File: config.mk
export PLATFORM = sky130hd
export DESIGN_NAME = uart_waveform_rx
export DESIGN_NICKNAME = d
export VERILOG_FILES = /design/src/rtl/uart_waveform_rx.sv
export SDC_FILE = /design/constraint.sdc
export NUM_CORES = 2
export LEC_CHECK = 0
export CORE_ASPECT_RATIO = 1.4
export CORE_MARGIN = 2
export CORE_UTILIZATION = 45
export DETAILED_ROUTE_END_ITERATION = 6
export GPL_TIMING_DRIVEN = 0
export PLACE_DENSITY = 0.67
export SLEW_MARGIN = 25
export SYNTH_ARGS = -nofsm -noshare
export SYNTH_HDL_FRONTEND = slang
export SYNTH_SLANG_ARGS = --single-unit
File: constraint.sdc
create_clock -name clk -period 5.58 [get_ports clk]
set_input_delay 1.116 -clock clk [delete_from_list [all_inputs] [get_ports clk]]
set_output_delay 1.116 -clock clk [all_outputs]
set_load 0.05 [all_outputs]
File: src/rtl/uart_waveform_rx.sv
// Receive side of the ADC waveform serial link: 8N1 deserializer, 3-byte record
// assembly into 14-bit samples, and a 32-entry shadow/published waveform buffer.
module uart_waveform_rx #(
    parameter int unsigned CLKS_PER_BIT = 1,
    parameter int unsigned IDLE_TIMEOUT = 64
) (
    input  logic              clk,
    input  logic              reset,
    input  logic              uart_in,
    output logic [31:0][13:0] waveform,
    output logic              wave_valid,
    output logic [7:0]        rx_byte,
    output logic              rx_byte_valid,
    output logic              framing_err,
    output logic              seq_err,
    output logic [5:0]        record_count
);

    localparam int unsigned   HALF   = (CLKS_PER_BIT - 1) / 2;
    localparam int unsigned   CW     = $clog2(CLKS_PER_BIT + 1);
    localparam int unsigned   TW     = $clog2(IDLE_TIMEOUT + 1);
    localparam logic [CW-1:0] HALF_C = CW'(HALF);
    localparam logic [CW-1:0] LAST_C = CW'(CLKS_PER_BIT - 1);
    localparam logic [TW-1:0] TOUT_C = TW'(IDLE_TIMEOUT - 1);

    typedef enum logic [1:0] {IDLE, START, DATA, STOP} state_t;

    state_t            state_q, state_d;
    logic [1:0]        sync_q;
    logic              rxs;
    logic [CW-1:0]     cnt_q, cnt_d;
    logic [2:0]        bit_q, bit_d;
    logic [7:0]        shift_q, shift_d;
    logic              stop_ok, stop_bad;

    logic [1:0]        bidx_q, bidx_d;
    logic [5:0]        hi_q, hi_d;
    logic [7:0]        lo_q, lo_d;
    logic              clean_q, clean_d;
    logic [5:0]        exp_q, exp_d;
    logic [5:0]        rc_q, rc_d;
    logic [TW-1:0]     idle_q, idle_d;
    logic [31:0][13:0] shadow_q, shadow_d;
    logic [31:0][13:0] wave_q;
    logic              publish;
    logic              seq_ok;
    logic [7:0]        rxb_q, rxb_d;
    logic              rbv_q, rbv_d;
    logic              ferr_q, ferr_d;
    logic              serr_q, serr_d;
    logic              wv_q, wv_d;

    assign rxs = sync_q[1];

    // Bit-level FSM; with HALF==0 the start bit is confirmed in IDLE itself.
    always_comb begin
        state_d  = state_q;
        cnt_d    = cnt_q;
        bit_d    = bit_q;
        shift_d  = shift_q;
        stop_ok  = 1'b0;
        stop_bad = 1'b0;
        case (state_q)
            IDLE: begin
                if (!rxs) begin
                    bit_d = '0;
                    if (HALF_C == '0) begin
                        state_d = DATA;
                        cnt_d   = '0;
                    end else begin
                        state_d = START;
                        cnt_d   = CW'(1);
                    end
                end
            end
            START: begin
                if (cnt_q == HALF_C) begin
                    cnt_d   = '0;
                    state_d = rxs ? IDLE : DATA;
                end else begin
                    cnt_d = cnt_q + 1'b1;
                end
            end
            DATA: begin
                if (cnt_q == LAST_C) begin
                    cnt_d   = '0;
                    shift_d = {rxs, shift_q[7:1]};
                    bit_d   = bit_q + 3'd1;
                    if (bit_q == 3'd7) state_d = STOP;
                end else begin
                    cnt_d = cnt_q + 1'b1;
                end
            end
            STOP: begin
                if (cnt_q == LAST_C) begin
                    cnt_d    = '0;
                    state_d  = IDLE;
                    stop_ok  = rxs;
                    stop_bad = !rxs;
                end else begin
                    cnt_d = cnt_q + 1'b1;
                end
            end
            default: state_d = IDLE;
        endcase
    end

    always_comb begin
        bidx_d   = bidx_q;
        hi_d     = hi_q;
        lo_d     = lo_q;
        clean_d  = clean_q;
        exp_d    = exp_q;
        rc_d     = rc_q;
        idle_d   = '0;
        shadow_d = shadow_q;
        publish  = 1'b0;
        seq_ok   = 1'b0;
        rxb_d    = rxb_q;
        rbv_d    = 1'b0;
        ferr_d   = 1'b0;
        serr_d   = 1'b0;
        wv_d     = 1'b0;

        if (state_q == IDLE && rxs && bidx_q != 2'd0) begin
            if (idle_q == TOUT_C) bidx_d = 2'd0;
            else                  idle_d = idle_q + 1'b1;
        end

        if (stop_bad) begin
            ferr_d  = 1'b1;
            bidx_d  = 2'd0;
            clean_d = 1'b0;
        end

        if (stop_ok) begin
            rbv_d = 1'b1;
            rxb_d = shift_q;
            case (bidx_q)
                2'd0: begin
                    hi_d   = shift_q[5:0];
                    bidx_d = 2'd1;
                end
                2'd1: begin
                    lo_d   = shift_q;
                    bidx_d = 2'd2;
                end
                default: begin
                    bidx_d = 2'd0;
                    if (shift_q >= 8'd32) begin
                        serr_d  = 1'b1;
                        clean_d = 1'b0;
                    end else begin
                        shadow_d[shift_q[4:0]] = {hi_q, lo_q};
                        if (shift_q == 8'd0) begin
                            clean_d = 1'b1;
                            rc_d    = 6'd1;
                            exp_d   = 6'd1;
                        end else begin
                            seq_ok = (shift_q[5:0] == exp_q);
                            if (!seq_ok) begin
                                serr_d  = 1'b1;
                                clean_d = 1'b0;
                            end
                            exp_d = shift_q[5:0] + 6'd1;
                            if (rc_q != 6'd32) rc_d = rc_q + 6'd1;
                            // Publish from shadow_d so the index-31 entry lands in the same cycle.
                            if (shift_q[4:0] == 5'd31 && clean_q && seq_ok) begin
                                publish = 1'b1;
                                wv_d    = 1'b1;
                                clean_d = 1'b0;
                            end
                        end
                    end
                end
            endcase
        end
    end

    always_ff @(posedge clk) begin
        if (reset) begin
            sync_q   <= '1;
            state_q  <= IDLE;
            cnt_q    <= '0;
            bit_q    <= '0;
            shift_q  <= '0;
            bidx_q   <= '0;
            hi_q     <= '0;
            lo_q     <= '0;
            clean_q  <= 1'b0;
            exp_q    <= '0;
            rc_q     <= '0;
            idle_q   <= '0;
            shadow_q <= '0;
            wave_q   <= '0;
            rxb_q    <= '0;
            rbv_q    <= 1'b0;
            ferr_q   <= 1'b0;
            serr_q   <= 1'b0;
            wv_q     <= 1'b0;
        end else begin
            sync_q   <= {sync_q[0], uart_in};
            state_q  <= state_d;
            cnt_q    <= cnt_d;
            bit_q    <= bit_d;
            shift_q  <= shift_d;
            bidx_q   <= bidx_d;
            hi_q     <= hi_d;
            lo_q     <= lo_d;
            clean_q  <= clean_d;
            exp_q    <= exp_d;
            rc_q     <= rc_d;
            idle_q   <= idle_d;
            shadow_q <= shadow_d;
            if (publish) wave_q <= shadow_d;
            rxb_q    <= rxb_d;
            rbv_q    <= rbv_d;
            ferr_q   <= ferr_d;
            serr_q   <= serr_d;
            wv_q     <= wv_d;
        end
    end

    assign waveform      = wave_q;
    assign wave_valid    = wv_q;
    assign rx_byte       = rxb_q;
    assign rx_byte_valid = rbv_q;
    assign framing_err   = ferr_q;
    assign seq_err       = serr_q;
    assign record_count  = rc_q;

endmodule

==> qor.yml <==
synth-seq-cells: 959
vdd_drop_max_v: 0.0002525
switchingPower_uw: 2954
avgSynthCellArea_um2: 10.42
hold_class: "register to register"
rows: 127
p_sw_share_pct: 21.39
hold_violations: 0
end_kind: "register"
synth_ff_type: "dfxtp_1"
ant_nets: 0
tritoncts: "yes"
setup_viol: 0
r2r_cells: 9
grt_start_max_net_pins: 15
relSlewSlack_pct: 23.00
cap_violations: 0
fin_skew_ps: 20.34
cts_buffer_depth: 3
routabilityCongestion: 0.8284
die-area_um2: 88870
coreArea_um2: 85650
grt_overflow_total: 0
tightestPinTransition_ps: 1155
port_buffers: 467
power.internal_uw: 10860
drt_iter0_markers: 1599
power_density_nw_per_um2: 286.0
max_freq_mhz: 243.4
synth_area_leaders: "dfxtp_1 (49%), mux2i_1 (12%), a211oi_2 (11%), and4_1 (7.0%), nor2_1 (4.7%)"
synth_edf_count: 0
wl_um: 118200
reg2reg_to: "waveform[281]"
htreeDepth: 3
worstPathArrival_ps: 4610
synth_top_cells_by_count: "dfxtp_1 (959), nor2_1 (486), mux2i_1 (456), inv_1 (347), a211oi_2 (339)"
fin_tns_setup_ps: 0
yosysSeqAreaShare_pct: 49.34
regToRegStartpoint: "shift_q[0]"
post-route-period-util_pct: 73.63
die_h_um: 351.9
status: "complete, no violations"
synth_top_area_share_pct: 49.34
p_total_uw: 13810
dp_hpwl_um: 83710
critPathKind: "register to register"
grt_antenna_before_repair: 0
clock-sinks: 959
grt_pass1_vias: 28210
io_pins: 469
yosys_warnings: 0
drive_gt1_share_pct: 16.14
vias: 28790
min-delay-start: "sync_q[0]"
drc: 0
clk_pin_slew_worst_paths_ps: 70
synth.distinct_cells: 43
synth.most_common_cell: "dfxtp_1"
finalCriticalPeriod_ps: 4108
cts-buffers-inserted: 94
wl_per_cell_um: 21.61
maxSlewViolCount: 0
holdPathEnd: "sync_q[1]"
grt_usage_pct: 26.04
ys_async_sr_fraction_pct: 0
grt_pass1_wl_um: 175600
syn_inst: 3733
rsz0062_at_grt: "no"
hold_buffers: 0
ctsResizeCount: 0
leakage_uw: 0.02017
area_delta_synth_final_pct: 24.09
cp-start-kind: "register"
power_frac_clock_pct: 49.0
die_x_um: 252.5
antenna_cells: 0
postCtsSetupRepairBufs: 0
start_util_pct: 45.43
post_drt_via_cell_ratio: 5.264
syn_area_um2: 38910
first_pass_iters: 5
insertion_delay_ps: 650
synthesis.nets: 3746
cp_max_fo: 10
layout.nets: 4309
pwr-share-seq_pct: 49.6
worst-r2r-setup-slack_ps: 1470
holdPathStages: 1
ctsRootBufferMaster: "clkbuf_16"
crit_required_ps: 6080
synth_top_area_cell: "dfxtp_1"
power.share.combinational_pct: 1.4
## kinds of logic after synthesis
family | count (synthesis) | share of synthesized area (%)
AND/OR/NAND/NOR | 1082 | 15.82
flip-flops | 959 | 49.34
buffers and inverters | 717 | 7.894
multiplexers | 548 | 14.39
AO/OA/AOI/OAI | 401 | 11.87
XOR/XNOR | 16 | 0.3601
adder cells (fa/ha/maj) | 10 | 0.3216
## critical path, cell delays in order (launching register included)
cell      delay [ps]
dfxtp_1          370
clkbuf_1         460
inv_1            140
ha_1             220
clkbuf_1         390
a311oi_4         960
clkbuf_1         700
clkbuf_1         360
and4_1           300
a211oi_2          50
## flip-flops by register name (all words and copies together) (netlist names), 2 cells and up
signal        count
bidx_q            2
rx_byte           8
record_count      6
state_q           2
shadow_q        448
waveform        448
idle_q            7
hi_q              6
bit_q             3
sync_q            2
exp_q             6
shift_q           8
lo_q              8
## area by class of cell
type	instances	area, µm²
Fill cell	7664	37360
Sequential cell	959	19200
Multi-Input combinational cell	2057	16650
Timing Repair Buffer	467	4674
Clock buffer	133	2781
Buffer	370	1784
Tap cell	1096	1371
Inverter	347	1303
Clock inverter	40	519.2
## how the worst max path moves through the flow
stage / startpoint / end / cells after the start
after global routing: shift_q[0] / waveform[289] / 9
after detailed placement: shift_q[0] / waveform[289] / 9
after floorplan: shift_q[0] / waveform[0] / 12
after global placement: reset / shadow_q[363] / 5
after CTS: shift_q[0] / waveform[289] / 9
final: shift_q[0] / waveform[281] / 9
## metal layers
layer | part of all wire, % | up-vias | global-route usage, %
li1 | - | 13940 | -
met1 | 42 | 13970 | 31.39
met2 | 49 | 706 | 45.67
met3 | 5.8 | 171 | 5.409
met4 | 3.1 | 0 | 8.876
met5 | 0 | - | 0
## per-stage QoR
step | hold WS [ps] | cells | util [%] | setup slack (ps) | area, µm²
floorplan | 389.5 | 3733 | - | 3136 | 38910
global placement | 392.6 | 5296 | 52.49 | 1182 | 44960
detailed placement | 395.9 | 5296 | 52.52 | 1520 | 44990
CTS | 419.5 | 5469 | 56.38 | 1493 | 48290
global route | 432.0 | 5469 | 56.38 | 1395 | 48290
finish | 417.4 | 5469 | 56.38 | 1472 | 48290
## cell usage in the layout (no fill, tap or decap), drive strengths merged, types with 2 or more instances in the layout
| cell | instances |
|---|---|
| mux2 | 92 |
| bufinv | 11 |
| a21oi | 42 |
| inv | 351 |
| nor2 | 486 |
| clkinv | 18 |
| mux2i | 456 |
| dfxtp | 959 |
| clkinvlp | 7 |
| nand4 | 34 |
| or2 | 3 |
| nor4 | 3 |
| xor2 | 12 |
| nor3 | 10 |
| nor3b | 2 |
| nand3 | 16 |
| nand2 | 74 |
| clkbuf | 408 |
| a211oi | 347 |
| and3 | 5 |
| nand2b | 3 |
| xnor2 | 4 |
| nor2b | 127 |
| a22oi | 5 |
| ha | 10 |
| and4 | 312 |
| buf | 95 |
| or3 | 3 |
| clkdlybuf4s50 | 467 |
## power by group through the flow
stage          combinational [µW]  clock (µW)  sequential, µW
5_1_grt                       212        7160            6840
3_3_place_gp                  198           0            7000
3_5_place_dp                  198           0            7000
6_report                      198        6770            6850
4_1_cts                       198        6870            6850
2_1_floorplan                 129           0            7000
No activity file was read; power rests on OpenSTA's default activity.
